## src/rtl/nic_flit_injector.sv

```systemverilog
// nic_flit_injector: network-interface injection stage feeding one router input port.
// Turns packet descriptors plus a payload stream into head/body/tail flits on one VC,
// and tracks per-VC downstream credits so router input buffers are never overrun.
// Optional statistics counters are enabled by defining NIC_INJ_STATS_EN.
module nic_flit_injector #(
  parameter int NUM_VCS    = 2,
  parameter int DATA_WIDTH = 64,
  parameter int BUF_DEPTH  = 8,
  parameter int DEST_WIDTH = 2,
  parameter int LEN_WIDTH  = 4,
  localparam int VC_IDX_W  = (NUM_VCS > 1) ? $clog2(NUM_VCS) : 1,
  localparam int CRED_W    = $clog2(BUF_DEPTH + 1)
) (
  input  logic                                clk,
  input  logic                                reset,
  input  logic                                desc_valid,
  output logic                                desc_ready,
  input  logic [VC_IDX_W-1:0]                 desc_vc,
  input  logic [DEST_WIDTH-1:0]               desc_dest,
  input  logic [LEN_WIDTH-1:0]                desc_len,
  input  logic                                data_valid,
  output logic                                data_ready,
  input  logic [DATA_WIDTH-1:0]               data,
  output logic [3+NUM_VCS+DATA_WIDTH-1:0]     channel_out,
  input  logic [NUM_VCS:0]                    flow_ctrl_in,
  output logic [NUM_VCS*CRED_W-1:0]           credit_count,
`ifdef NIC_INJ_STATS_EN
  output logic [31:0]                         flit_count,
  output logic [31:0]                         pkt_count,
  output logic [31:0]                         stall_cycles,
`endif
  output logic                                error
);

  typedef enum logic [1:0] {S_IDLE, S_HEAD, S_BODY} state_t;

  state_t                          r_state, w_nextState;
  logic [VC_IDX_W-1:0]             r_vc;
  logic [DEST_WIDTH-1:0]           r_dest;
  logic [LEN_WIDTH-1:0]            r_len;
  logic [LEN_WIDTH-1:0]            r_remaining;
  logic [CRED_W-1:0]               r_credit [NUM_VCS];
  logic [CRED_W-1:0]               w_creditNext [NUM_VCS];
  logic [3+NUM_VCS+DATA_WIDTH-1:0] r_channel;
  logic                            r_error;

  logic                            w_hasCredit;
  logic                            w_send;
  logic                            w_head;
  logic                            w_tail;
  logic                            w_descAccept;
  logic                            w_descBad;
  logic                            w_creditErr;
  logic [DATA_WIDTH-1:0]           w_flitData;
  logic [NUM_VCS-1:0]              w_vcOneHot;
  logic                            w_retValid;
  logic                            w_retLegal;
  logic [NUM_VCS-1:0]              w_retVec;

  assign w_retValid  = flow_ctrl_in[NUM_VCS];
  assign w_retVec    = flow_ctrl_in[NUM_VCS-1:0];
  assign w_retLegal  = w_retValid && $onehot(w_retVec);
  assign w_hasCredit = (r_credit[r_vc] != '0);
  assign channel_out = r_channel;
  assign error       = r_error;

  // Packet sequencing: decides when a head or body flit goes out and drives the handshakes.
  always_comb begin
    w_nextState  = r_state;
    desc_ready   = 1'b0;
    data_ready   = 1'b0;
    w_send       = 1'b0;
    w_head       = 1'b0;
    w_tail       = 1'b0;
    w_flitData   = '0;
    w_descAccept = 1'b0;
    w_descBad    = 1'b0;
    unique case (r_state)
      S_IDLE: begin
        desc_ready = 1'b1;
        if (desc_valid) begin
          if (int'(desc_vc) < NUM_VCS) begin
            w_descAccept = 1'b1;
            w_nextState  = S_HEAD;
          end else begin
            w_descBad = 1'b1;
          end
        end
      end
      S_HEAD: begin
        if (w_hasCredit) begin
          w_send      = 1'b1;
          w_head      = 1'b1;
          w_flitData  = DATA_WIDTH'({r_len, r_dest});
          w_tail      = (r_len == LEN_WIDTH'(1));
          w_nextState = w_tail ? S_IDLE : S_BODY;
        end
      end
      S_BODY: begin
        data_ready = w_hasCredit;
        if (data_valid && w_hasCredit) begin
          w_send     = 1'b1;
          w_flitData = data;
          w_tail     = (r_remaining == LEN_WIDTH'(1));
          if (w_tail) begin
            w_nextState = S_IDLE;
          end
        end
      end
      default: w_nextState = S_IDLE;
    endcase
  end

  // One-hot VC field of outgoing flits.
  always_comb begin
    w_vcOneHot       = '0;
    w_vcOneHot[r_vc] = 1'b1;
  end

  // State register; reset aborts any packet in flight.
  always_ff @(posedge clk or negedge reset) begin
    if (!reset) begin
      r_state <= S_IDLE;
    end else begin
      r_state <= w_nextState;
    end
  end

  // Descriptor capture and remaining-flit count; a zero length is promoted to one flit.
  always_ff @(posedge clk or negedge reset) begin
    if (!reset) begin
      r_vc        <= '0;
      r_dest      <= '0;
      r_len       <= '0;
      r_remaining <= '0;
    end else begin
      if (w_descAccept) begin
        r_vc   <= desc_vc;
        r_dest <= desc_dest;
        r_len  <= (desc_len == '0) ? LEN_WIDTH'(1) : desc_len;
      end
      if (w_send) begin
        r_remaining <= w_head ? (r_len - 1'b1) : (r_remaining - 1'b1);
      end
    end
  end

  // Registered channel: each flit is valid for exactly one cycle, zero otherwise.
  always_ff @(posedge clk or negedge reset) begin
    if (!reset) begin
      r_channel <= '0;
    end else if (w_send) begin
      r_channel <= {1'b1, w_head, w_tail, w_vcOneHot, w_flitData};
    end else begin
      r_channel <= '0;
    end
  end

  // Credit update: a send and a return on the same VC cancel; saturate and flag on overflow.
  always_comb begin
    w_creditErr = w_retValid && !w_retLegal;
    for (int i = 0; i < NUM_VCS; i++) begin
      logic inc;
      logic dec;
      inc             = w_retLegal && w_retVec[i];
      dec             = w_send && (int'(r_vc) == i);
      w_creditNext[i] = r_credit[i];
      if (inc && !dec) begin
        if (r_credit[i] == CRED_W'(BUF_DEPTH)) begin
          w_creditErr = 1'b1;
        end else begin
          w_creditNext[i] = r_credit[i] + 1'b1;
        end
      end else if (dec && !inc) begin
        if (r_credit[i] == '0) begin
          w_creditErr = 1'b1;
        end else begin
          w_creditNext[i] = r_credit[i] - 1'b1;
        end
      end
    end
  end

  // Credit counters start full, matching the freshly reset router buffers.
  always_ff @(posedge clk or negedge reset) begin
    if (!reset) begin
      for (int i = 0; i < NUM_VCS; i++) begin
        r_credit[i] <= CRED_W'(BUF_DEPTH);
      end
    end else begin
      for (int i = 0; i < NUM_VCS; i++) begin
        r_credit[i] <= w_creditNext[i];
      end
    end
  end

  // Sticky error flag for bad credit traffic or an out-of-range descriptor VC.
  always_ff @(posedge clk or negedge reset) begin
    if (!reset) begin
      r_error <= 1'b0;
    end else begin
      r_error <= r_error | w_creditErr | w_descBad;
    end
  end

  // Pack the per-VC credit counters, VC0 in the least significant bits.
  always_comb begin
    credit_count = '0;
    for (int i = 0; i < NUM_VCS; i++) begin
      credit_count[i*CRED_W +: CRED_W] = r_credit[i];
    end
  end

`ifdef NIC_INJ_STATS_EN
  logic [31:0] r_flitCount;
  logic [31:0] r_pktCount;
  logic [31:0] r_stallCycles;

  assign flit_count   = r_flitCount;
  assign pkt_count    = r_pktCount;
  assign stall_cycles = r_stallCycles;

  // Free-running statistics; all wrap naturally at 2^32.
  always_ff @(posedge clk or negedge reset) begin
    if (!reset) begin
      r_flitCount   <= '0;
      r_pktCount    <= '0;
      r_stallCycles <= '0;
    end else begin
      if (w_send) begin
        r_flitCount <= r_flitCount + 32'd1;
      end
      if (w_send && w_tail) begin
        r_pktCount <= r_pktCount + 32'd1;
      end
      if ((r_state != S_IDLE) && !w_hasCredit) begin
        r_stallCycles <= r_stallCycles + 32'd1;
      end
    end
  end
`endif

endmodule

```

## config.mk

```make
export PLATFORM = sky130hd
export DESIGN_NAME = nic_flit_injector
export DESIGN_NICKNAME = d
export VERILOG_FILES = /design/src/rtl/nic_flit_injector.sv
export SDC_FILE = /design/constraint.sdc
export NUM_CORES = 1
export LEC_CHECK = 0
export BUFFER_PORTS_ARGS = -buffer_cell sky130_fd_sc_hd__buf_4
export CAP_MARGIN = 20
export CORE_ASPECT_RATIO = 1.1
export CORE_MARGIN = 2
export CORE_UTILIZATION = 43
export DETAILED_ROUTE_END_ITERATION = 8
export PLACE_DENSITY = 0.77
export SKIP_LAST_GASP = 1
export SLEW_MARGIN = 10
export SYNTH_ARGS = -nofsm -noshare
export SYNTH_HDL_FRONTEND = slang
export SYNTH_SLANG_ARGS = --single-unit
```

## constraint.sdc

```tcl
create_clock -name clk -period 2.9 [get_ports clk]
set_input_delay 0.145 -clock clk [delete_from_list [all_inputs] [get_ports clk]]
set_output_delay 0.145 -clock clk [all_outputs]
set_load 0.05 [all_outputs]
```

* Word-level counts from Yosys, hierarchy flattened *
Cells that the tools add are included.

storage, ports and cells
  output and inout bits = 80
  bits of input ports = 78
  bits in registers = 91
  logic and storage cells = 108

operators by class
  eq/ne operators = 15
  reductions and logical operators = 27
  $lt $le $gt $ge = 3
  bitwise logic cells = 3
  multiplexer cells = 44
  add/subtract/negate cells = 7

operators by type and width
  cell                   number
  $pmux W64 S2           1
  $mux W69               1
  $mux W64               1
  $mux W4                13
  $mux W1                18
  $ne A2 B2 Y1 const B   8
  $sub A4 B1 Y4 const B  4
  $logic_and A1 B1 Y1    12
  $logic_not A4 Y1       3
  $mux W2                5
  $add A4 B1 Y4 const B  2
  $eq A4 B1 Y1 const B   2
  $eq A4 B4 Y1 const B   2
  $mux W6                1
  $pmux W2 S3            1
  $reduce_and A3 Y1      2
  $logic_not A1 Y1       5
  $eq A2 B1 Y1 const B   2
  $pmux W1 S2            2
  $reduce_and A4 Y1      1
  $reduce_bool A2 Y1     2
  $reduce_bool A4 Y1     1
  $add A1 B1 Y2          1
  $eq A2 B2 Y1 const B   1
  8 further kinds        8

* Logic depth before layout (Yosys ltp) *
Gate-level depths: netlist (run 1).

  depth after elaboration = 16
  mapped depth = 15
  depth with buffers taken out = 13

* Worst setup path after synthesis (run 1) *
OpenSTA, ideal clock, no wires.

  kind = register to register
  start = register r_state[0]
  end = register r_credit (netlist bit credit_count[7])
  arrival time = 3.008 ns
  required time = 2.817 ns
  slack = -0.192 ns
  buffers on the path = 2
  cell stages (with the launch flop) = 16
  clock period less this slack = 3.092 ns
  setup time = 0.083 ns
  cells stage by stage = dfrtp_1 -> inv_1 -> ha_1 -> and2_1 -> clkbuf_1 -> nor2_1 -> nor3_1 -> inv_1 -> ha_1 -> clkbuf_1 -> inv_1 -> ha_1 -> a21o_2 -> a21oi_1 -> mux2_2 -> o32a_1

on the way
  cells in the longest elaborated chain, start to end = 7
  elaborated cells between the ends (all ways) = 12
  those cells by class = 4 x eq/ne; 2 x mux; 6 x reduce/logical

ends and longest elaborated chain
  item                                                                        RTL line  source
  from (decl)                                                                 37        state_t r_state, w_nextState;
  from (signal assigned)                                                      125       r_state <= w_nextState;
  $eq A2 B2 Y1 / $eq A2 B1 Y1 (equally long branches)                         78        unique case (r_state)
  $pmux W1 S2 (*)                                                             78
  $logic_and A1 B1 Y1 (*)                                                     166       dec = w_send && (int'(r_vc) == i);
  $logic_not A1 Y1                                                            168       if (inc && !dec) begin
  $logic_and A1 B1 Y1                                                         168
  $ne A2 B2 Y1 (no source line) / $reduce_bool A2 Y1 (equally long branches)  -
  $reduce_and A3 Y1 (no source line)                                          -
  to (signal, indexed assignment)                                             188       r_credit[i] <= CRED_W'(BUF_DEPTH);
  to (signal, indexed assignment)                                             192       r_credit[i] <= w_creditNext[i];
  to (decl)                                                                   42        logic [CRED_W-1:0] r_credit [NUM_VCS];

Every way passes the cells marked *; elsewhere a longest branch is shown, timed or not.
A chain may end at the register's enable or synchronous reset.

* Final worst setup path (run 1) *
  start = register r_state[1]
  end = register r_credit (netlist bit credit_count[7])

Same word-level chain as after synthesis.

==> run_summary.xml, run 1 <==
<?xml version="1.0" encoding="UTF-8"?>
<metrics>
  <group name="global_routing">
    <metric name="grt_pass1_wl" unit="um">14960</metric>
    <metric name="grt_start_max_net_pins" unit="">60</metric>
    <metric name="track_usage" unit="%">20.35</metric>
    <metric name="grt-ovfl-total" unit="">0</metric>
    <metric name="initial_antenna_violation_count" unit="">0</metric>
    <metric name="grt_pass1_vias" unit="">3248</metric>
  </group>
  <group name="setup_path">
    <metric name="setup.worst_path.start_class" unit="">flip-flop</metric>
    <metric name="setup.worst_path.end_class" unit="">flip-flop</metric>
    <metric name="cp_top_family" unit="">adder cells</metric>
    <metric name="criticalPathCategory" unit="">reg2reg</metric>
    <metric name="setup.reg_to_reg.worst_slack" unit="ns">0.16</metric>
    <metric name="timing.critical_path.slowest_stage_cell" unit="">sky130_fd_sc_hd__dfrtp_1</metric>
    <metric name="worstPathCellList" unit="">buf_4, ha_4, and2_4, nor2_1, nor3_2, inv_1, ha_1, inv_2, ha_1, a21o_2, a21oi_2, mux2_2, o32a_1</metric>
    <metric name="worst_ep_arrival_time" unit="ns">3.02</metric>
    <metric name="critical_path.most_common_cell" unit="">sky130_fd_sc_hd__ha_1</metric>
    <metric name="critPathBufInv" unit="">3</metric>
    <metric name="cp.required" unit="ns">3.18</metric>
    <metric name="critical_path_peak_fanout" unit="">7</metric>
    <metric name="timing.critical_path.slowest_cell_delay" unit="ns">0.41</metric>
  </group>
  <group name="synth">
    <metric name="netlist_area" unit="mm2">0.003811</metric>
    <metric name="synth.avg_cell_area" unit="um2">12.18</metric>
    <metric name="syn-instance-count" unit="">313</metric>
    <metric name="warnings_from_yosys" unit="">0</metric>
    <metric name="yosys.cell_types.count" unit="">46</metric>
    <metric name="synth_flop_type" unit="">sky130_fd_sc_hd__dfrtp_1</metric>
    <metric name="synth.ff_latch_count" unit="">91</metric>
    <metric name="synth.yosys.seq_area_share" unit="%">59.82</metric>
    <metric name="synth_edf_count" unit="">0</metric>
    <metric name="synthArstFlopShare" unit="%">100.0</metric>
    <metric name="synthesis.nets" unit="">408</metric>
  </group>
  <group name="min_path">
    <metric name="hp-class" unit="">in2reg</metric>
  </group>
  <group name="timing">
    <metric name="fin_tns_setup" unit="ns">0</metric>
    <metric name="min_period_over_period" unit="%">94.51</metric>
    <metric name="achievable-frequency" unit="GHz">0.3648</metric>
    <metric name="report.final.hold_viol_count" unit="">0</metric>
    <metric name="slew_hr" unit="%">59.98</metric>
    <metric name="skew" unit="ns">0.01540</metric>
    <metric name="final.min_clock_period" unit="ns">2.741</metric>
    <metric name="worst-slew-pin-transition" unit="ns">0.6003</metric>
    <metric name="unrepaired_setup_endpoints_after_global_routing" unit="">false</metric>
    <metric name="setup_violations" unit="">0</metric>
    <metric name="finalMaxSlewViolations" unit="">0</metric>
    <metric name="final.hold.worst_slack" unit="ns">0.004952</metric>
  </group>
  <group name="pwr">
    <metric name="power_density" unit="mW/mm2">852.0</metric>
    <metric name="power.share.switching" unit="%">42.65</metric>
    <metric name="combinationalPowerShare" unit="%">47.7</metric>
    <metric name="power_frac_seq" unit="%">35.6</metric>
    <metric name="total_power" unit="mW">5.114</metric>
    <metric name="worst_case_vdd_ir_drop" unit="mV">0.3989</metric>
    <metric name="design_internal_power" unit="mW">2.933</metric>
    <metric name="power.leakage" unit="nW">3.036</metric>
    <metric name="net-switching-power" unit="mW">2.181</metric>
    <metric name="share_clk_of_total_power" unit="%">16.7</metric>
  </group>
  <group name="placed_design">
    <metric name="post-dp-hpwl" unit="um">6378</metric>
    <metric name="routabilityCongestion" unit="">0.8277</metric>
    <metric name="placement.io_buffers" unit="">157</metric>
  </group>
  <group name="routing">
    <metric name="routed_via_count_divided_by_cell_count" unit="">4.771</metric>
    <metric name="route.vias.total" unit="">3139</metric>
    <metric name="drt-initial-drc-count" unit="">84</metric>
    <metric name="route.detailed.drc" unit="">0</metric>
    <metric name="postRouteAntennaNets" unit="">0</metric>
    <metric name="avgRoutedWirePerCell" unit="um">15.09</metric>
    <metric name="dr_pass1_iterations" unit="">4</metric>
    <metric name="post_detailed_routing_wire_length" unit="um">9931</metric>
  </group>
  <group name="cts">
    <metric name="clkSinkCount" unit="">91</metric>
    <metric name="numCtsBuffers" unit="">9</metric>
    <metric name="cts_htree_levels" unit="">3</metric>
    <metric name="clk_root_buffer_cell" unit="">sky130_fd_sc_hd__clkbuf_8</metric>
    <metric name="cts_tree" unit="">done</metric>
    <metric name="cts-root-to-sink-buffers" unit="">2</metric>
    <metric name="clk-insertion-delay-late" unit="ns">0.36</metric>
    <metric name="clk_transition_reported_paths" unit="ns">0.10</metric>
  </group>
  <group name="floorplan">
    <metric name="initial_utilization" unit="%">43.61</metric>
    <metric name="die_h" unit="um">102.7</metric>
    <metric name="core-area" unit="mm2">0.008738</metric>
    <metric name="die_area" unit="mm2">0.009633</metric>
    <metric name="placement_rows" unit="">36</metric>
    <metric name="ioPinCount" unit="">158</metric>
    <metric name="chipWidth" unit="um">93.77</metric>
  </group>
  <group name="cells_and_area">
    <metric name="areaGrowthSynthToFinish" unit="%">57.49</metric>
    <metric name="antenna_cells_inserted" unit="">0</metric>
    <metric name="fraction_of_layout_cells_with_a_size_suffix_above_1" unit="%">39.71</metric>
    <metric name="final_nets" unit="">635</metric>
  </group>
  <group name="status">
    <metric name="status" unit="">finished clean</metric>
  </group>
  <group name="job">
    <metric name="max_cap_viol" unit="">0</metric>
  </group>
</metrics>
==> routing by layer <==
| layer | wire length [um] | part of all wire (%) | vias up | global-route usage [%] |
|---|---|---|---|---|
| met4 | 290 | 2.9 | 0 | 9.810 |
| met3 | 503 | 5.1 | 26 | 4.459 |
| li1 | - | - | 1492 | - |
| met2 | 5646 | 57 | 102 | 38.63 |
| met1 | 3491 | 35 | 1519 | 21.24 |
| met5 | 0 | 0 | - | 0 |
==> kinds of logic after synthesis <==
group,after synthesis,share of synthesized area (%)
and+or+nand+nor,125,19.50
DFF,91,59.82
AOI/OAI and AO/OA,40,7.518
buffers and inverters,23,2.626
adders and majority gates,17,5.975
muxes,9,2.725
xor gates and xnor gates,8,1.839
==> sequential cells by signal (all words and copies together), names as in the netlist <==
name,cells
r_len,4
channel_out,69
r_remaining,4
r_dest,2
error,1
r_vc,1
r_state,2
credit_count,8
==> Yosys cell counts, types with 2 or more instances <==
cell	instances	area, um2
sky130_fd_sc_hd__o21ai_0	6	30.03
sky130_fd_sc_hd__and2_1	60	375.4
sky130_fd_sc_hd__xnor2_1	7	61.31
sky130_fd_sc_hd__nor2_1	9	33.78
sky130_fd_sc_hd__mux2_2	8	90.09
sky130_fd_sc_hd__o221a_2	3	33.78
sky130_fd_sc_hd__inv_1	13	48.80
sky130_fd_sc_hd__nand2b_1	4	25.02
sky130_fd_sc_hd__clkbuf_1	4	15.01
sky130_fd_sc_hd__o22ai_1	2	12.51
sky130_fd_sc_hd__ha_1	15	187.7
sky130_fd_sc_hd__a22o_1	5	43.79
sky130_fd_sc_hd__and3_1	3	18.77
sky130_fd_sc_hd__buf_2	5	25.02
sky130_fd_sc_hd__nand2_1	21	78.83
sky130_fd_sc_hd__a21oi_1	14	70.07
sky130_fd_sc_hd__nor4_4	2	42.54
sky130_fd_sc_hd__dfstp_2	2	52.55
sky130_fd_sc_hd__dfrtp_1	89	2227
sky130_fd_sc_hd__nand3_1	4	20.02
sky130_fd_sc_hd__or3_1	2	12.51
sky130_fd_sc_hd__nor3_1	8	40.04
sky130_fd_sc_hd__nor3b_1	2	15.01
sky130_fd_sc_hd__fa_1	2	40.04
sky130_fd_sc_hd__nand3b_1	2	15.01
==> per-stage QoR <==
step                std cells  util [%]  instance area [um2]  setup WS [ns]
detailed placement        582     59.26                 5179        0.01611
finish                    658     68.69                 6002         0.1591
global route              658     68.69                 6002       0.002135
CTS                       657     68.33                 5971        0.05474
floorplan                 313         -                 3826        0.03836
global placement          582     59.26                 5179         0.1503
==> power by group through the flow <==
| stage | Sequential, mW | Clock, mW | Combinational, mW |
|---|---|---|---|
| after floorplan | 2.42 | 0 | 1.02 |
| after global placement | 1.82 | 0 | 2.28 |
| after CTS | 1.82 | 0.875 | 2.40 |
| final | 1.82 | 0.855 | 2.44 |
| after detailed placement | 1.84 | 0 | 2.32 |
| after global routing | 1.86 | 0.931 | 2.63 |
==> timing repair <==
item                                   4_1_cts  5_1_grt
hold buffers                                60        0
cloned                                       0        0
pin swaps                                    0        1
setup endpoints to repair                    1        2
buffers inserted                             0        1
endpoints found under the hold margin      104        0
resized for setup                            1        6
==> path summary, 6_finish.rpt <==
check,from,end,cells after the start
setup / recovery,r_state[1]$_DFFE_PN0P_,credit_count[7]$_DFFE_PN1P_,13
hold / removal,data[16],channel_out[16]$_DFF_PN0_,2
setup reg to reg,r_state[1]$_DFFE_PN0P_,credit_count[7]$_DFFE_PN1P_,13
hold reg to reg,error$_DFF_PN0_,error$_DFF_PN0_,2
max in group asynchronous,reset,channel_out[37]$_DFF_PN0_,3
min in group asynchronous,reset,channel_out[48]$_DFF_PN0_,2
==> final cells by class <==
cell class                      instances  area (um2)
Sequential cell                        91        2282
Tap cell                              114       142.6
Inverter                               13       48.80
Fill cell                             647        2736
Clock inverter                          5       62.56
Clock buffer                           10       127.6
Multi-Input combinational cell        199        1479
Timing Repair Buffer                  226        1859
==> cells in the final DEF (no fill, tap or decap), types with 2 or more instances in the layout <==
master / netlist / routed
sky130_fd_sc_hd__a21oi_1: 14 / 13
sky130_fd_sc_hd__a21oi_2: 1 / 2
sky130_fd_sc_hd__a22o_1: 5 / 5
sky130_fd_sc_hd__and2_1: 60 / 59
sky130_fd_sc_hd__and3_1: 3 / 3
sky130_fd_sc_hd__buf_4: 0 / 165
sky130_fd_sc_hd__clkbuf_8: 0 / 9
sky130_fd_sc_hd__clkinvlp_4: 0 / 2
sky130_fd_sc_hd__dfrtp_1: 89 / 87
sky130_fd_sc_hd__dfrtp_2: 0 / 2
sky130_fd_sc_hd__dfstp_2: 2 / 2
sky130_fd_sc_hd__dlygate4sd3_1: 0 / 60
sky130_fd_sc_hd__fa_1: 2 / 2
sky130_fd_sc_hd__ha_1: 15 / 13
sky130_fd_sc_hd__ha_4: 0 / 2
sky130_fd_sc_hd__inv_1: 13 / 10
sky130_fd_sc_hd__inv_2: 0 / 3
sky130_fd_sc_hd__mux2_2: 8 / 8
sky130_fd_sc_hd__nand2_1: 21 / 21
sky130_fd_sc_hd__nand2b_1: 4 / 4
sky130_fd_sc_hd__nand3_1: 4 / 4
sky130_fd_sc_hd__nand3b_1: 2 / 2
sky130_fd_sc_hd__nor2_1: 9 / 9
sky130_fd_sc_hd__nor3_1: 8 / 7
sky130_fd_sc_hd__nor3b_1: 2 / 2
sky130_fd_sc_hd__nor4_4: 2 / 2
sky130_fd_sc_hd__o21ai_0: 6 / 5
sky130_fd_sc_hd__o221a_2: 3 / 3
sky130_fd_sc_hd__o22ai_1: 2 / 2
sky130_fd_sc_hd__or3_1: 2 / 2
sky130_fd_sc_hd__xnor2_1: 7 / 7
Power figures use the tool's default switching activity.
==> run 2: changes to the inputs <==
- ABC_AREA: not set -> 1
- CORE_ASPECT_RATIO: 1.1 -> 0.9
- CORE_UTILIZATION: 43 -> 44
- PLACE_DENSITY: 0.77 -> 0.78
==> run 2 against run 1 <==
  * Final area decreased by 2.0%
  * Sequential power shrank 5%
  * Critical endpoint is now credit_count[3]$_DFFE_PN1P_
  * Combinational power decreased by 7%
==> run_summary.xml, run 2 <==
<?xml version="1.0" encoding="UTF-8"?>
<metrics>
  <group name="status">
    <metric name="status" unit="">finished clean</metric>
  </group>
  <group name="cts">
    <metric name="clk_root_buffer_cell" unit="">sky130_fd_sc_hd__clkbuf_8</metric>
    <metric name="cts_tree" unit="">done</metric>
    <metric name="clk_transition_reported_paths" unit="ns">0.09</metric>
    <metric name="clk-insertion-delay-late" unit="ns">0.35</metric>
    <metric name="cts-root-to-sink-buffers" unit="">2</metric>
    <metric name="post-cts-setup-buffers" unit="">0</metric>
    <metric name="post_cts_resize_count" unit="">0</metric>
    <metric name="numCtsBuffers" unit="">9</metric>
    <metric name="clkSinkCount" unit="">91</metric>
    <metric name="cts_htree_levels" unit="">3</metric>
  </group>
  <group name="setup_path">
    <metric name="setup.reg_to_reg.worst_slack" unit="ns">0.29</metric>
    <metric name="regToRegEndpoint" unit="">credit_count[3]$_DFFE_PN1P_</metric>
    <metric name="ff2ff_path_depth" unit="">15</metric>
    <metric name="timing.critical_path.slowest_stage_cell" unit="">sky130_fd_sc_hd__dfstp_2</metric>
    <metric name="critical_path.most_common_cell" unit="">sky130_fd_sc_hd__nand2_1</metric>
    <metric name="critical_path_peak_fanout" unit="">7</metric>
    <metric name="worst_ep_arrival_time" unit="ns">2.91</metric>
    <metric name="setup.worst_path.end_class" unit="">flip-flop</metric>
    <metric name="criticalPathCategory" unit="">reg2reg</metric>
    <metric name="setup.worst_path.start_class" unit="">flip-flop</metric>
    <metric name="timing.critical_path.slowest_cell_delay" unit="ns">0.59</metric>
    <metric name="reg2reg_from" unit="">credit_count[7]$_DFFE_PN1P_</metric>
    <metric name="cp.required" unit="ns">3.20</metric>
    <metric name="worstPathCellList" unit="">nor2_2, nand3_1, nand2_4, nor2_4, nand2_2, nand2_4, nand2_2, ha_1, inv_1, ha_1, a21oi_1, nand2_1, xor2_1, nand2_1, nand2_1</metric>
  </group>
  <group name="synth">
    <metric name="warnings_from_yosys" unit="">0</metric>
    <metric name="synth_edf_count" unit="">0</metric>
    <metric name="yosysTopAreaCell" unit="">sky130_fd_sc_hd__dfrtp_1</metric>
    <metric name="synth.avg_cell_area" unit="um2">9.486</metric>
    <metric name="synth.ff_latch_count" unit="">91</metric>
    <metric name="synthesized_area_fraction_occupied_by_and_or_nand_nor_cells" unit="%">19.85</metric>
    <metric name="yosys.cell_types.count" unit="">26</metric>
    <metric name="synth_compound_gate_area_share" unit="%">2.695</metric>
    <metric name="synthArstFlopShare" unit="%">100.0</metric>
    <metric name="synth_flop_type" unit="">sky130_fd_sc_hd__dfrtp_1</metric>
    <metric name="syn-instance-count" unit="">416</metric>
    <metric name="synth_adder_area_share" unit="%">5.770</metric>
    <metric name="synth.yosys.seq_area_share" unit="%">57.77</metric>
    <metric name="xor_and_xnor_fraction_of_the_mapped_netlist_area" unit="%">2.663</metric>
    <metric name="netlist_area" unit="mm2">0.003946</metric>
    <metric name="synthesis.nets" unit="">511</metric>
    <metric name="synth_commonest_cells" unit="">sky130_fd_sc_hd__dfrtp_1, sky130_fd_sc_hd__inv_1, sky130_fd_sc_hd__nor2_1, sky130_fd_sc_hd__nand2_1, sky130_fd_sc_hd__nand3_1</metric>
    <metric name="synth_largest_type_area_fraction" unit="%">56.44</metric>
    <metric name="netlist_top_cells_area" unit="">sky130_fd_sc_hd__dfrtp_1, sky130_fd_sc_hd__inv_1, sky130_fd_sc_hd__nor2_1</metric>
    <metric name="multiplexer_area_fraction_after_synthesis" unit="%">0.5707</metric>
    <metric name="main_combinational_cell_family_by_area_after_synthesis" unit="">simple AND/OR/NAND/NOR gates</metric>
  </group>
  <group name="routing">
    <metric name="route.detailed.drc" unit="">0</metric>
    <metric name="routed_via_count_divided_by_cell_count" unit="">4.533</metric>
    <metric name="route.vias.total" unit="">3404</metric>
    <metric name="post_detailed_routing_wire_length" unit="um">10930</metric>
    <metric name="drt-initial-drc-count" unit="">140</metric>
    <metric name="avgRoutedWirePerCell" unit="um">14.55</metric>
    <metric name="dr_pass1_iterations" unit="">5</metric>
    <metric name="postRouteAntennaNets" unit="">0</metric>
  </group>
  <group name="timing">
    <metric name="final.hold.worst_slack" unit="ns">0.01834</metric>
    <metric name="final.setup.worst_slack" unit="ns">0.2904</metric>
    <metric name="achievable-frequency" unit="GHz">0.3832</metric>
    <metric name="skew" unit="ns">0.008386</metric>
    <metric name="finalMaxSlewViolations" unit="">0</metric>
    <metric name="unrepaired_setup_endpoints_after_global_routing" unit="">false</metric>
    <metric name="setup_violations" unit="">0</metric>
    <metric name="slew_hr" unit="%">48.00</metric>
    <metric name="report.final.hold_viol_count" unit="">0</metric>
    <metric name="fin_tns_setup" unit="ns">0</metric>
    <metric name="worst-slew-pin-transition" unit="ns">0.7799</metric>
    <metric name="min_period_over_period" unit="%">89.99</metric>
    <metric name="final.min_clock_period" unit="ns">2.610</metric>
  </group>
  <group name="placed_design">
    <metric name="placement.io_buffers" unit="">157</metric>
    <metric name="post-dp-hpwl" unit="um">6864</metric>
    <metric name="routabilityCongestion" unit="">0.8505</metric>
    <metric name="placedCellCount" unit="">687</metric>
    <metric name="post-place-ws" unit="ns">0.3171</metric>
  </group>
  <group name="floorplan">
    <metric name="ioPinCount" unit="">158</metric>
    <metric name="die_h" unit="um">93.85</metric>
    <metric name="initial_utilization" unit="%">45.63</metric>
    <metric name="core-area" unit="mm2">0.008648</metric>
    <metric name="die_area" unit="mm2">0.009743</metric>
    <metric name="placement_rows" unit="">32</metric>
    <metric name="chipWidth" unit="um">103.8</metric>
  </group>
  <group name="cells_and_area">
    <metric name="final_nets" unit="">723</metric>
    <metric name="n_fill_cell" unit="">632</metric>
    <metric name="areaGrowthSynthToFinish" unit="%">49.02</metric>
    <metric name="antenna_cells_inserted" unit="">0</metric>
    <metric name="layout_common_cells" unit="">sky130_fd_sc_hd__buf_4, sky130_fd_sc_hd__inv_1, sky130_fd_sc_hd__dfrtp_1</metric>
    <metric name="postLayoutCoreUtil" unit="%">68.00</metric>
    <metric name="final-instance-count-excl-fill" unit="">751</metric>
    <metric name="fraction_of_layout_cells_with_a_size_suffix_above_1" unit="%">31.33</metric>
    <metric name="largest_register_ff_count" unit="">69</metric>
    <metric name="final_common_cell" unit="">sky130_fd_sc_hd__buf_4</metric>
  </group>
  <group name="global_routing">
    <metric name="grt_pass1_vias" unit="">3441</metric>
    <metric name="grt_start_max_net_pins" unit="">65</metric>
    <metric name="initial_antenna_violation_count" unit="">0</metric>
    <metric name="grt-ovfl-total" unit="">0</metric>
    <metric name="track_usage" unit="%">22.28</metric>
    <metric name="grt_pass1_wl" unit="um">17030</metric>
  </group>
  <group name="pwr">
    <metric name="design_internal_power" unit="mW">2.619</metric>
    <metric name="power.share.switching" unit="%">45.07</metric>
    <metric name="power.leakage" unit="nW">3.376</metric>
    <metric name="power_frac_seq" unit="%">36.3</metric>
    <metric name="share_clk_of_total_power" unit="%">16.3</metric>
    <metric name="net-switching-power" unit="mW">2.149</metric>
    <metric name="worst_case_vdd_ir_drop" unit="mV">0.5949</metric>
    <metric name="power_density" unit="mW/mm2">810.8</metric>
    <metric name="combinationalPowerShare" unit="%">47.4</metric>
  </group>
  <group name="min_path">
    <metric name="worstHoldPathCells" unit="">3</metric>
    <metric name="hp-class" unit="">in2reg</metric>
    <metric name="min-delay-start" unit="">data[32]</metric>
    <metric name="whs_endpoint" unit="">channel_out[32]$_DFF_PN0_</metric>
  </group>
  <group name="job">
    <metric name="max_cap_viol" unit="">0</metric>
  </group>
</metrics>
## run 2: timing repair
action / CTS / global route
hold buffers: 46 / 3
setup endpoints to repair: 0 / 0
endpoints found under the hold margin: 106 / 3
## run 2: final cells by class
class / count / area (um2) / share of cell area, %
sequential: 91 / 2280 / 38.77
clock inverter: 6 / 50.05 / 0.8511
inverter: 89 / 334.1 / 5.681
tap: 119 / 148.9 / 2.532
timing repair buffer: 210 / 1699 / 28.89
clock buffer: 9 / 123.9 / 2.106
multi-input combinational: 227 / 1245 / 21.17
## run 2: cell families (layout without fill, tap and decap cells)
logic type,Yosys count,in the layout
flip-flops,91,91
adder cells (fa/ha/maj),17,17
buffers and inverters,98,314
AO/OA/AOI/OAI,21,21
XOR/XNOR,12,12
AND/OR/NAND/NOR,175,175
multiplexers,2,2
## run 2: how the worst max path moves through the flow
stage	endpoint	startpoint	cells after the start	slack, ns
5_1_grt	credit_count[3]$_DFFE_PN1P_	credit_count[7]$_DFFE_PN1P_	15	0.1
3_5_place_dp	credit_count[3]$_DFFE_PN1P_	credit_count[7]$_DFFE_PN1P_	15	0.32
6_report	credit_count[3]$_DFFE_PN1P_	credit_count[7]$_DFFE_PN1P_	15	0.29
2_1_floorplan	credit_count[7]$_DFFE_PN1P_	credit_count[0]$_DFFE_PN0P_	15	0.33
3_3_place_gp	credit_count[7]$_DFFE_PN1P_	credit_count[7]$_DFFE_PN1P_	15	0.49
4_1_cts	credit_count[3]$_DFFE_PN1P_	credit_count[7]$_DFFE_PN1P_	15	0.29
## run 2: metrics by stage
stage / area [um2] / power [mW]
after global placement: 5216 / 3.894
after floorplan: 3946 / 3.339
after global routing: 5881 / 5.107
after detailed placement: 5216 / 3.951
final: 5881 / 4.768
after CTS: 5851 / 4.791
## run 2: power by group through the flow
stage	clock, mW	sequential, mW	combinational, mW
floorplan	0	2.25	1.08
global placement	0	1.74	2.15
detailed placement	0	1.75	2.20
CTS	0.801	1.73	2.26
global route	0.848	1.77	2.49
finish	0.777	1.73	2.26
## run 2: layer usage
layer / part of all wire, % / track usage (%) / vias to the layer above
li1: - / - / 1647
met3: 6.8 / 6.657 / 26
met2: 51 / 39.36 / 128
met1: 40 / 25.80 / 1603
met5: 0 / 0 / -
met4: 2.5 / 8.446 / 0
## run 2: critical path: cells and delay by family, from the launching register on
family / cells / cell delay (ns)
AOI/OAI and AO/OA: 1 / 0.17
xor gates and xnor gates: 1 / 0.16
adders and majority gates: 2 / 0.53
buffers and inverters: 1 / 0.17
DFF: 1 / 0.59
and+or+nand+nor: 10 / 0.94
==> run 3: changes to the inputs <==
- BUFFER_PORTS_ARGS: -buffer_cell sky130_fd_sc_hd__buf_4 -> not set
- CORE_UTILIZATION: 44 -> 50
- DONT_BUFFER_PORTS: not set -> 1
- PLACE_DENSITY: 0.78 -> 0.69
==> run 3 against run 2 <==
  * Via count is 14% lower
  * Global-route usage shrank 1.6 points
  * Register-to-register slack improved by 0.08 ns
  * Worst hold slack better by 0.043 ns
  * Wire length is 20% lower
  * Clock skew rose by 0.00087 ns
  * Sequential power is 18% higher
==> run_summary.xml, run 3 (synthesized netlist as in run 2, its figures left out) <==
<?xml version="1.0" encoding="UTF-8"?>
<metrics>
  <group name="status">
    <metric name="status" unit="">finished clean</metric>
  </group>
  <group name="global_routing">
    <metric name="initial_antenna_violation_count" unit="">0</metric>
    <metric name="track_usage" unit="%">20.70</metric>
    <metric name="grt_pass1_vias" unit="">2873</metric>
    <metric name="grt_start_max_net_pins" unit="">92</metric>
    <metric name="grt-ovfl-total" unit="">0</metric>
    <metric name="grt_pass1_wl" unit="um">14100</metric>
  </group>
  <group name="setup_path">
    <metric name="critPathBufInv" unit="">2</metric>
    <metric name="critical_path_peak_fanout" unit="">10</metric>
    <metric name="cp.required" unit="ns">3.20</metric>
    <metric name="timing.critical_path.slowest_stage_cell" unit="">sky130_fd_sc_hd__dfrtp_1</metric>
    <metric name="worstPathCellList" unit="">inv_1, ha_1, nand4_4, nand2_4, nand2_2, ha_1, inv_1, ha_1, a21oi_1, nand2_1, xor2_1, nand2_1, nand2_1</metric>
    <metric name="setup.reg_to_reg.worst_slack" unit="ns">0.37</metric>
    <metric name="criticalPathCategory" unit="">reg2reg</metric>
    <metric name="worst_ep_arrival_time" unit="ns">2.82</metric>
    <metric name="timing.critical_path.slowest_cell_delay" unit="ns">0.41</metric>
    <metric name="setup.worst_path.start_class" unit="">flip-flop</metric>
    <metric name="setup.worst_path.end_class" unit="">flip-flop</metric>
    <metric name="cp_top_family" unit="">adder cells</metric>
  </group>
  <group name="pwr">
    <metric name="power_density" unit="mW/mm2">928.0</metric>
    <metric name="worst_case_vdd_ir_drop" unit="mV">0.6809</metric>
    <metric name="total_power" unit="mW">4.678</metric>
    <metric name="power.leakage" unit="nW">2.759</metric>
  </group>
  <group name="placed_design">
    <metric name="placedCellCount" unit="">514</metric>
    <metric name="placement.io_buffers" unit="">0</metric>
    <metric name="post-place-ws" unit="ns">0.2501</metric>
    <metric name="routabilityCongestion" unit="">0.8722</metric>
    <metric name="post-dp-hpwl" unit="um">5585</metric>
    <metric name="placed_cell_area" unit="mm2">0.004061</metric>
  </group>
  <group name="timing">
    <metric name="report.final.hold_viol_count" unit="">0</metric>
    <metric name="final.hold.worst_slack" unit="ns">0.06086</metric>
    <metric name="final.setup.worst_slack" unit="ns">0.3742</metric>
    <metric name="final.min_clock_period" unit="ns">2.526</metric>
    <metric name="skew" unit="ns">0.009258</metric>
    <metric name="slew_hr" unit="%">59.76</metric>
    <metric name="achievable-frequency" unit="GHz">0.3959</metric>
    <metric name="setup_violations" unit="">0</metric>
    <metric name="unrepaired_setup_endpoints_after_global_routing" unit="">false</metric>
    <metric name="finalMaxSlewViolations" unit="">0</metric>
    <metric name="worst-slew-pin-transition" unit="ns">0.6037</metric>
    <metric name="min_period_over_period" unit="%">87.10</metric>
    <metric name="fin_tns_setup" unit="ns">0</metric>
  </group>
  <group name="routing">
    <metric name="route.vias.total" unit="">2939</metric>
    <metric name="drt-initial-drc-count" unit="">96</metric>
    <metric name="postRouteAntennaNets" unit="">0</metric>
    <metric name="post_detailed_routing_wire_length" unit="um">8727</metric>
    <metric name="dr_pass1_iterations" unit="">4</metric>
    <metric name="avgRoutedWirePerCell" unit="um">14.42</metric>
    <metric name="routed_via_count_divided_by_cell_count" unit="">4.858</metric>
    <metric name="route.detailed.drc" unit="">0</metric>
  </group>
  <group name="cells_and_area">
    <metric name="layout_common_cells" unit="">sky130_fd_sc_hd__inv_1, sky130_fd_sc_hd__dfrtp_1, sky130_fd_sc_hd__dlygate4sd3_1</metric>
    <metric name="layout.area.seq" unit="mm2">0.002280</metric>
    <metric name="n_fill_cell" unit="">609</metric>
    <metric name="largest_register_ff_count" unit="">69</metric>
    <metric name="finish.instance_area" unit="mm2">0.005041</metric>
    <metric name="final_nets" unit="">599</metric>
    <metric name="postLayoutCoreUtil" unit="%">66.49</metric>
    <metric name="fraction_of_layout_cells_with_a_size_suffix_above_1" unit="%">10.02</metric>
    <metric name="final-instance-count-excl-fill" unit="">605</metric>
    <metric name="antenna_cells_inserted" unit="">0</metric>
    <metric name="multi_input_gate_area_in_the_final_layout" unit="mm2">0.001245</metric>
    <metric name="areaGrowthSynthToFinish" unit="%">27.74</metric>
  </group>
  <group name="min_path">
    <metric name="hp-class" unit="">in2reg</metric>
  </group>
  <group name="cts">
    <metric name="clkSinkCount" unit="">91</metric>
    <metric name="cts-root-to-sink-buffers" unit="">2</metric>
    <metric name="post_cts_resize_count" unit="">0</metric>
    <metric name="numCtsBuffers" unit="">9</metric>
    <metric name="clk_root_buffer_cell" unit="">sky130_fd_sc_hd__clkbuf_8</metric>
    <metric name="cts_htree_levels" unit="">3</metric>
    <metric name="clk-insertion-delay-late" unit="ns">0.35</metric>
    <metric name="clk_transition_reported_paths" unit="ns">0.10</metric>
    <metric name="cts_tree" unit="">done</metric>
  </group>
  <group name="job">
    <metric name="max_cap_viol" unit="">0</metric>
  </group>
  <group name="floorplan">
    <metric name="initial_utilization" unit="%">52.05</metric>
    <metric name="die_area" unit="mm2">0.008620</metric>
    <metric name="chipWidth" unit="um">97.65</metric>
    <metric name="ioPinCount" unit="">158</metric>
    <metric name="placement_rows" unit="">30</metric>
    <metric name="core-area" unit="mm2">0.007582</metric>
    <metric name="die_h" unit="um">88.28</metric>
  </group>
</metrics>
==> run 3: cell types whose count changed in the layout (fill, tap and decap cells not counted), sizes merged <==
cell         delta
bufinv          +1
buf           -148
inv             +2
dlygate4sd3    +24
clkinvlp        -2
==> run 3: area by class of cell <==
type,count,area share [%]
Clock buffer,9,2.457
Clock inverter,7,1.787
Inverter,89,6.627
Multi-Input combinational cell,227,24.70
Sequential cell,91,45.22
Tap cell,96,2.383
Timing Repair Buffer,86,16.83
==> run 3: timing repair <==
action | CTS | global route
endpoints found under the setup margin | 0 | 1
endpoints found under the hold margin | 163 | 0
setup buffers | 0 | 1
hold buffers | 74 | 0
==> run 3: report_power, final <==
group / leakage (nW) / internal (mW) / switching, mW
clock: 0.110 / 0.424 / 0.483
combinational: 1.43 / 0.613 / 1.11
sequential: 1.22 / 1.51 / 0.531
total: 2.76 / 2.55 / 2.13
==> run 3: final timing paths <==
check                                       start                          end  cells after the start
hold / removal                    flow_ctrl_in[2]              error$_DFF_PN0_                      4
max in group asynchronous                   reset     channel_out[1]$_DFF_PN0_                      2
min in group asynchronous                   reset    channel_out[65]$_DFF_PN0_                      2
hold reg to reg            r_state[0]$_DFFE_PN0P_       r_state[0]$_DFFE_PN0P_                      2
setup / recovery           r_state[0]$_DFFE_PN0P_  credit_count[7]$_DFFE_PN1P_                     13
setup reg to reg           r_state[0]$_DFFE_PN0P_  credit_count[7]$_DFFE_PN1P_                     13
==> run 3: worst reg2reg max path: cells and delay by family, from the launching register on <==
kind            cells  cell delay, ns
simple gates        6            0.56
xor+xnor            1            0.13
flops               1            0.41
compound gates      1            0.16
fa+ha+maj           3            0.94
buf+inv             2            0.26
==> run 3: per-layer routing <==
metal | routed length [um] | track usage (%) | vias up
met3 | 514 | 5.529 | 8
met2 | 4657 | 36.87 | 105
met4 | 93 | 7.323 | 0
met5 | 0 | 0 | -
li1 | - | - | 1406
met1 | 3460 | 24.75 | 1420
